**src/rtl/serial_adder_pkg.sv**
```systemverilog
// Shared definitions for the bit-serial adder: FSM state encodings and the
// bit-counter width rule.
package serial_adder_pkg;

  localparam logic [1:0] SA_IDLE = 2'd0;
  localparam logic [1:0] SA_RUN  = 2'd1;
  localparam logic [1:0] SA_DONE = 2'd2;

  // Counter must reach WIDTH-1; never narrower than one bit.
  function automatic int cnt_width(input int width);
    return (width <= 2) ? 1 : $clog2(width);
  endfunction

endpackage : serial_adder_pkg

```
**src/rtl/serial_adder_full_adder.sv**
```systemverilog
// Single-bit full adder cell used as the bit-slice of serial_adder.
module full_adder (
  input  logic A,
  input  logic B,
  input  logic C_in,
  output logic S,
  output logic C_out
);

  assign S     = A ^ B ^ C_in;
  assign C_out = (A & B) | (A & C_in) | (B & C_in);

endmodule : full_adder

```
**src/rtl/serial_adder.sv**
```systemverilog
// Bit-serial WIDTH-bit adder: one full_adder cell plus a carry register, LSB first.
// Optional subtract mode (SUB port, B inversion) is built when SERIAL_ADDER_SUB_EN is defined.
module serial_adder
  import serial_adder_pkg::*;
#(
  parameter int WIDTH = 8
) (
  input  logic             clk,
  input  logic             rst,
  input  logic             start,
  input  logic [WIDTH-1:0] A,
  input  logic [WIDTH-1:0] B,
  input  logic             C_in,
`ifdef SERIAL_ADDER_SUB_EN
  input  logic             SUB,
`endif
  output logic             busy,
  output logic             done,
  output logic [WIDTH-1:0] S,
  output logic             C_out,
  output logic [1:0]       state_dbg_o
);

  // Handshake: start is taken only while busy is low (IDLE); the accepting
  // edge captures A/B/C_in. done pulses one cycle with S/C_out valid, and
  // S/C_out then hold until the next result or reset.

  localparam int CNT_W = cnt_width(WIDTH);
  localparam logic [CNT_W-1:0] CNT_LAST = CNT_W'(WIDTH - 1);

  logic [1:0]       state_q, state_d;
  logic [CNT_W-1:0] cnt_q, cnt_d;
  logic [WIDTH-1:0] a_q, a_d;
  logic [WIDTH-1:0] b_q, b_d;
  logic [WIDTH-2:0] sum_q, sum_d;
  logic             carry_q, carry_d;
  logic [WIDTH-1:0] s_q, s_d;
  logic             cout_q, cout_d;

  logic             fa_b;
  logic             fa_s;
  logic             fa_co;
  logic [WIDTH-1:0] sum_word;

`ifdef SERIAL_ADDER_SUB_EN
  logic sub_q, sub_d;
  assign fa_b = b_q[0] ^ sub_q;
`else
  assign fa_b = b_q[0];
`endif

  full_adder u_fa (
    .A     (a_q[0]),
    .B     (fa_b),
    .C_in  (carry_q),
    .S     (fa_s),
    .C_out (fa_co)
  );

  // Sum register holds the WIDTH-1 bits already produced; the current bit
  // completes the word on the final RUN edge.
  assign sum_word = {fa_s, sum_q};

  always_comb begin
    state_d = state_q;
    cnt_d   = cnt_q;
    a_d     = a_q;
    b_d     = b_q;
    sum_d   = sum_q;
    carry_d = carry_q;
    s_d     = s_q;
    cout_d  = cout_q;
`ifdef SERIAL_ADDER_SUB_EN
    sub_d   = sub_q;
`endif
    case (state_q)
      SA_IDLE: begin
        if (start) begin
          a_d     = A;
          b_d     = B;
          cnt_d   = '0;
`ifdef SERIAL_ADDER_SUB_EN
          sub_d   = SUB;
          carry_d = SUB ? 1'b1 : C_in;
`else
          carry_d = C_in;
`endif
          state_d = SA_RUN;
        end
      end
      SA_RUN: begin
        sum_d   = sum_word[WIDTH-1:1];
        a_d     = a_q >> 1;
        b_d     = b_q >> 1;
        carry_d = fa_co;
        cnt_d   = cnt_q + 1'b1;
        if (cnt_q == CNT_LAST) begin
          s_d     = sum_word;
          cout_d  = fa_co;
          state_d = SA_DONE;
        end
      end
      SA_DONE: state_d = SA_IDLE;
      default: state_d = SA_IDLE;
    endcase
  end

  always_ff @(posedge clk) begin
    if (rst) begin
      state_q <= SA_IDLE;
      cnt_q   <= '0;
      a_q     <= '0;
      b_q     <= '0;
      sum_q   <= '0;
      carry_q <= 1'b0;
      s_q     <= '0;
      cout_q  <= 1'b0;
`ifdef SERIAL_ADDER_SUB_EN
      sub_q   <= 1'b0;
`endif
    end else begin
      state_q <= state_d;
      cnt_q   <= cnt_d;
      a_q     <= a_d;
      b_q     <= b_d;
      sum_q   <= sum_d;
      carry_q <= carry_d;
      s_q     <= s_d;
      cout_q  <= cout_d;
`ifdef SERIAL_ADDER_SUB_EN
      sub_q   <= sub_d;
`endif
    end
  end

  assign busy        = (state_q != SA_IDLE);
  assign done        = (state_q == SA_DONE);
  assign S           = s_q;
  assign C_out       = cout_q;
  assign state_dbg_o = state_q;

endmodule : serial_adder
```
**config.mk**
```make
export PLATFORM = sky130hd
export DESIGN_NAME = serial_adder
export DESIGN_NICKNAME = d
export VERILOG_FILES = /design/src/rtl/serial_adder_pkg.sv /design/src/rtl/serial_adder_full_adder.sv /design/src/rtl/serial_adder.sv
export SDC_FILE = /design/constraint.sdc
export NUM_CORES = 1
export LEC_CHECK = 0
export BUFFER_PORTS_ARGS = -buffer_cell sky130_fd_sc_hd__buf_4
export CAP_MARGIN = 10
export CORE_MARGIN = 10
export CORE_UTILIZATION = 40
export DETAILED_ROUTE_END_ITERATION = 8
export GPL_TIMING_DRIVEN = 0
export MAX_ROUTING_LAYER = met4
export PLACE_DENSITY = 0.67
export SLEW_MARGIN = 25
export SYNTH_ARGS = -nofsm -noshare
export SYNTH_HDL_FRONTEND = slang
export SYNTH_SLANG_ARGS = --single-unit
export TNS_END_PERCENT = 20
```
**constraint.sdc**
```tcl
create_clock -name clk -period 1.6 [get_ports clk]
set_input_delay 0.16 -clock clk [delete_from_list [all_inputs] [get_ports clk]]
set_output_delay 0.16 -clock clk [all_outputs]
set_load 0.05 [all_outputs]
```
==> results_dict.tcl <==
set metrics [dict create \
    cts.sinks 38 \
    cts_buffer_depth 2 \
    max_slew_margin 0.693 \
    synth_area_mm2 0.00162 \
    hold_start "A[7]" \
    r2r-start "cnt_q[0]" \
    num_antenna_cells 0 \
    required_ns 1.77 \
    tightest_slew_ns 0.460 \
    crit_slowest_cell "clkbuf_1" \
    finalHoldViolCount 0 \
    post_drt_wl_per_cell_um 13.4 \
    clockRootBuffer "clkbuf_8" \
    synth-seq-cells 38 \
    dp_slack_ns 0.172 \
    cp-start-kind "flop" \
    antenna_found_initial 0 \
    first_pass_iters 4 \
    num_rows 23 \
    postCtsHoldBufs 0 \
    postSynthAreaPerCell_um2 9.39 \
    r2r_slack_ns 0.16 \
    cp_num_buf_inv 2 \
    grt_start_max_net_pins 12 \
    core_mm2 0.00394 \
    tns_ns 0 \
    cts_setup_buffers 0 \
    die_w_um 83.5 \
    start_util 0.410 \
    htreeDepth 2 \
    final.setup_skew_ns 0.00167 \
    place.gp.congestion 0.731 \
    nNetsFinal 233 \
    power_density_mw_per_mm2 970 \
    initialDrtViolationCount 71 \
    ys_seq_area_frac 0.471 \
    synth_top_area_cell "dfxtp_1" \
    drive_gt1_frac 0.327 \
    yosys.area.top_type_share 0.471 \
    cts_tree "done" \
    area_growth_pct 24.1 \
    grt_overflow 0 \
    finalMaxSlewViolations 0 \
    viasPerCell 4.87 \
    fmax_mhz 695 \
    cpPeakStageDelay_ns 0.37 \
    cpLargestDelayFamily "buffers and inverters" \
    die-height_um 83.5 \
    synth_cell_types 27 \
    critPathCaptureType "flop" \
    portBuffers 31 \
    hold_depth 3 \
    path_max_fanout 10 \
    mostFrequentLayoutCell "dfxtp_1" \
    crit_top_cell "ha_1" \
    cts_made_buffers 5 \
    dp_hpwl_um 2520 \
    reg2reg_to "state_dbg_o[0]" \
    syn-instance-count 172 \
    insertion_delay_ns 0.28 \
    ios 33 \
    irDropWorstVdd_mv 0.359 \
    status "finished clean" \
    cp_cell_sequence "ha_1, ha_1, clkbuf_1, inv_1, mux2i_1, nor3_1" \
    setup_viol 0 \
    leakagePower_uw 0.000799 \
    min_path_type "input port to flop" \
    crit_arrival_ns 1.61 \
    rsz0062_at_grt "false" \
    cap_violations 0 \
    synth_nets 195 \
    num_vias 1272 \
    timing.final.crit_share 0.900 \
    grt_pass1_vias 1308 \
    min_period_ns 1.44 \
    synthTopCellsByArea "dfxtp_1 47%, o221a_1 7.0%, a21oi_1 6.2%" \
    grt_pass1_wl_um 6040 \
    clk_pin_slew_ns 0.07 \
    n_fill_cell 381 \
    layout_common_cells "38 x dfxtp_1, 33 x buf_4, 23 x nand2_1" \
    ant_nets 0 \
    wl_um 3500 \
    synth-warning-count 0 \
    setup_ws_ns 0.160 \
    critical_path_class "flop to flop" \
    min_to "a_q[7]" \
    worstRegToRegCells 6 \
    dieArea_mm2 0.00698 \
    track_usage 0.105 \
    drt_drc_violations_left 0 \
    cts_resized 0 \
]
## stage by stage
step                 util  cell area, µm²  cells  power, µW  hold slack [ns]
floorplan               -            1620    172       1210            0.308
global placement    0.485            1910    253       1290            0.404
detailed placement  0.485            1910    253       1300            0.403
CTS                 0.508            2000    261       1970           0.0987
global route        0.508            2000    261       2040            0.118
finish              0.508            2000    261       1940            0.110
## state kept, by name, summed over array words and instances, names as in the netlist
name	cells
S	8
a_q	8
b_q	8
sum_q	7
cnt_q	3
state_dbg_o	2
C_out	1
carry_q	1
## how the worst max path moves through the flow
| stage | start | endpoint | slack (ns) | cells past startpoint |
|---|---|---|---|---|
| floorplan | state_dbg_o[1] | done | 0.09 | 2 |
| global placement | cnt_q[0] | state_dbg_o[0] | 0.19 | 6 |
| detailed placement | cnt_q[0] | state_dbg_o[0] | 0.17 | 6 |
| CTS | cnt_q[0] | state_dbg_o[0] | 0.16 | 6 |
| global route | cnt_q[0] | state_dbg_o[0] | 0.05 | 6 |
| finish | cnt_q[0] | state_dbg_o[0] | 0.16 | 6 |
## synth_stat cells
cell       n
nor3_1     1
nand2b_1   1
nor2_2     2
nor2b_1    1
nor2_1     7
dfxtp_1   38
mux2i_1    2
fa_1       1
nand3b_1   1
nor3b_1    1
o21bai_1   1
nand3_1    9
nand2_1   23
a21oi_2   11
buf_4      2
ha_1       2
nand2_2    1
buf_6      3
buf_12     1
a22oi_1    4
inv_1     17
a21oi_1   20
nor2b_4    1
o221a_2    5
buf_2      4
o221a_1   10
clkbuf_1   3
## layout make-up
class | count | area [µm²] | share of cell area
Multi-Input combinational cell | 104 | 693 | 0.346
Timing Repair Buffer | 31 | 233 | 0.116
Clock inverter | 1 | 5.00 | 0.00250
Tap cell | 50 | 62.6 | 0.0312
Inverter | 17 | 63.8 | 0.0318
Clock buffer | 7 | 86.3 | 0.0431
Sequential cell | 38 | 761 | 0.380
Buffer | 13 | 100 | 0.0499
## cells by family after synthesis
group	share of synthesized area
DFF	0.471
and+or+nand+nor	0.138
adders and majority gates	0.0279
muxes	0.0124
AOI/OAI and AO/OA	0.249
buffers and inverters	0.101
## metal layers
metal  GRT usage  wire [µm]  vias to the layer above  part of all wire
met5           -          0                        -                 0
li1            -          -                      670                 -
met3      0.0332        135                        6             0.039
met4      0.0411         63                        0             0.018
met2       0.154       1490                       22              0.42
met1       0.131       1810                      574              0.52
## report_power, final
part / leakage, µW / total, µW / switching [µW] / internal [µW]
sequential: 0.000311 / 1020 / 26.6 / 991
clock: 0.0000482 / 669 / 322 / 347
combinational: 0.000440 / 257 / 134 / 124
## worst reg2reg max path, stage by stage (launching register included)
cell,delay [ns]
dfxtp_1,0.35
ha_1,0.16
ha_1,0.16
clkbuf_1,0.37
inv_1,0.08
mux2i_1,0.14
nor3_1,0.06
Note: power is estimated with default switching activity, not from simulation.
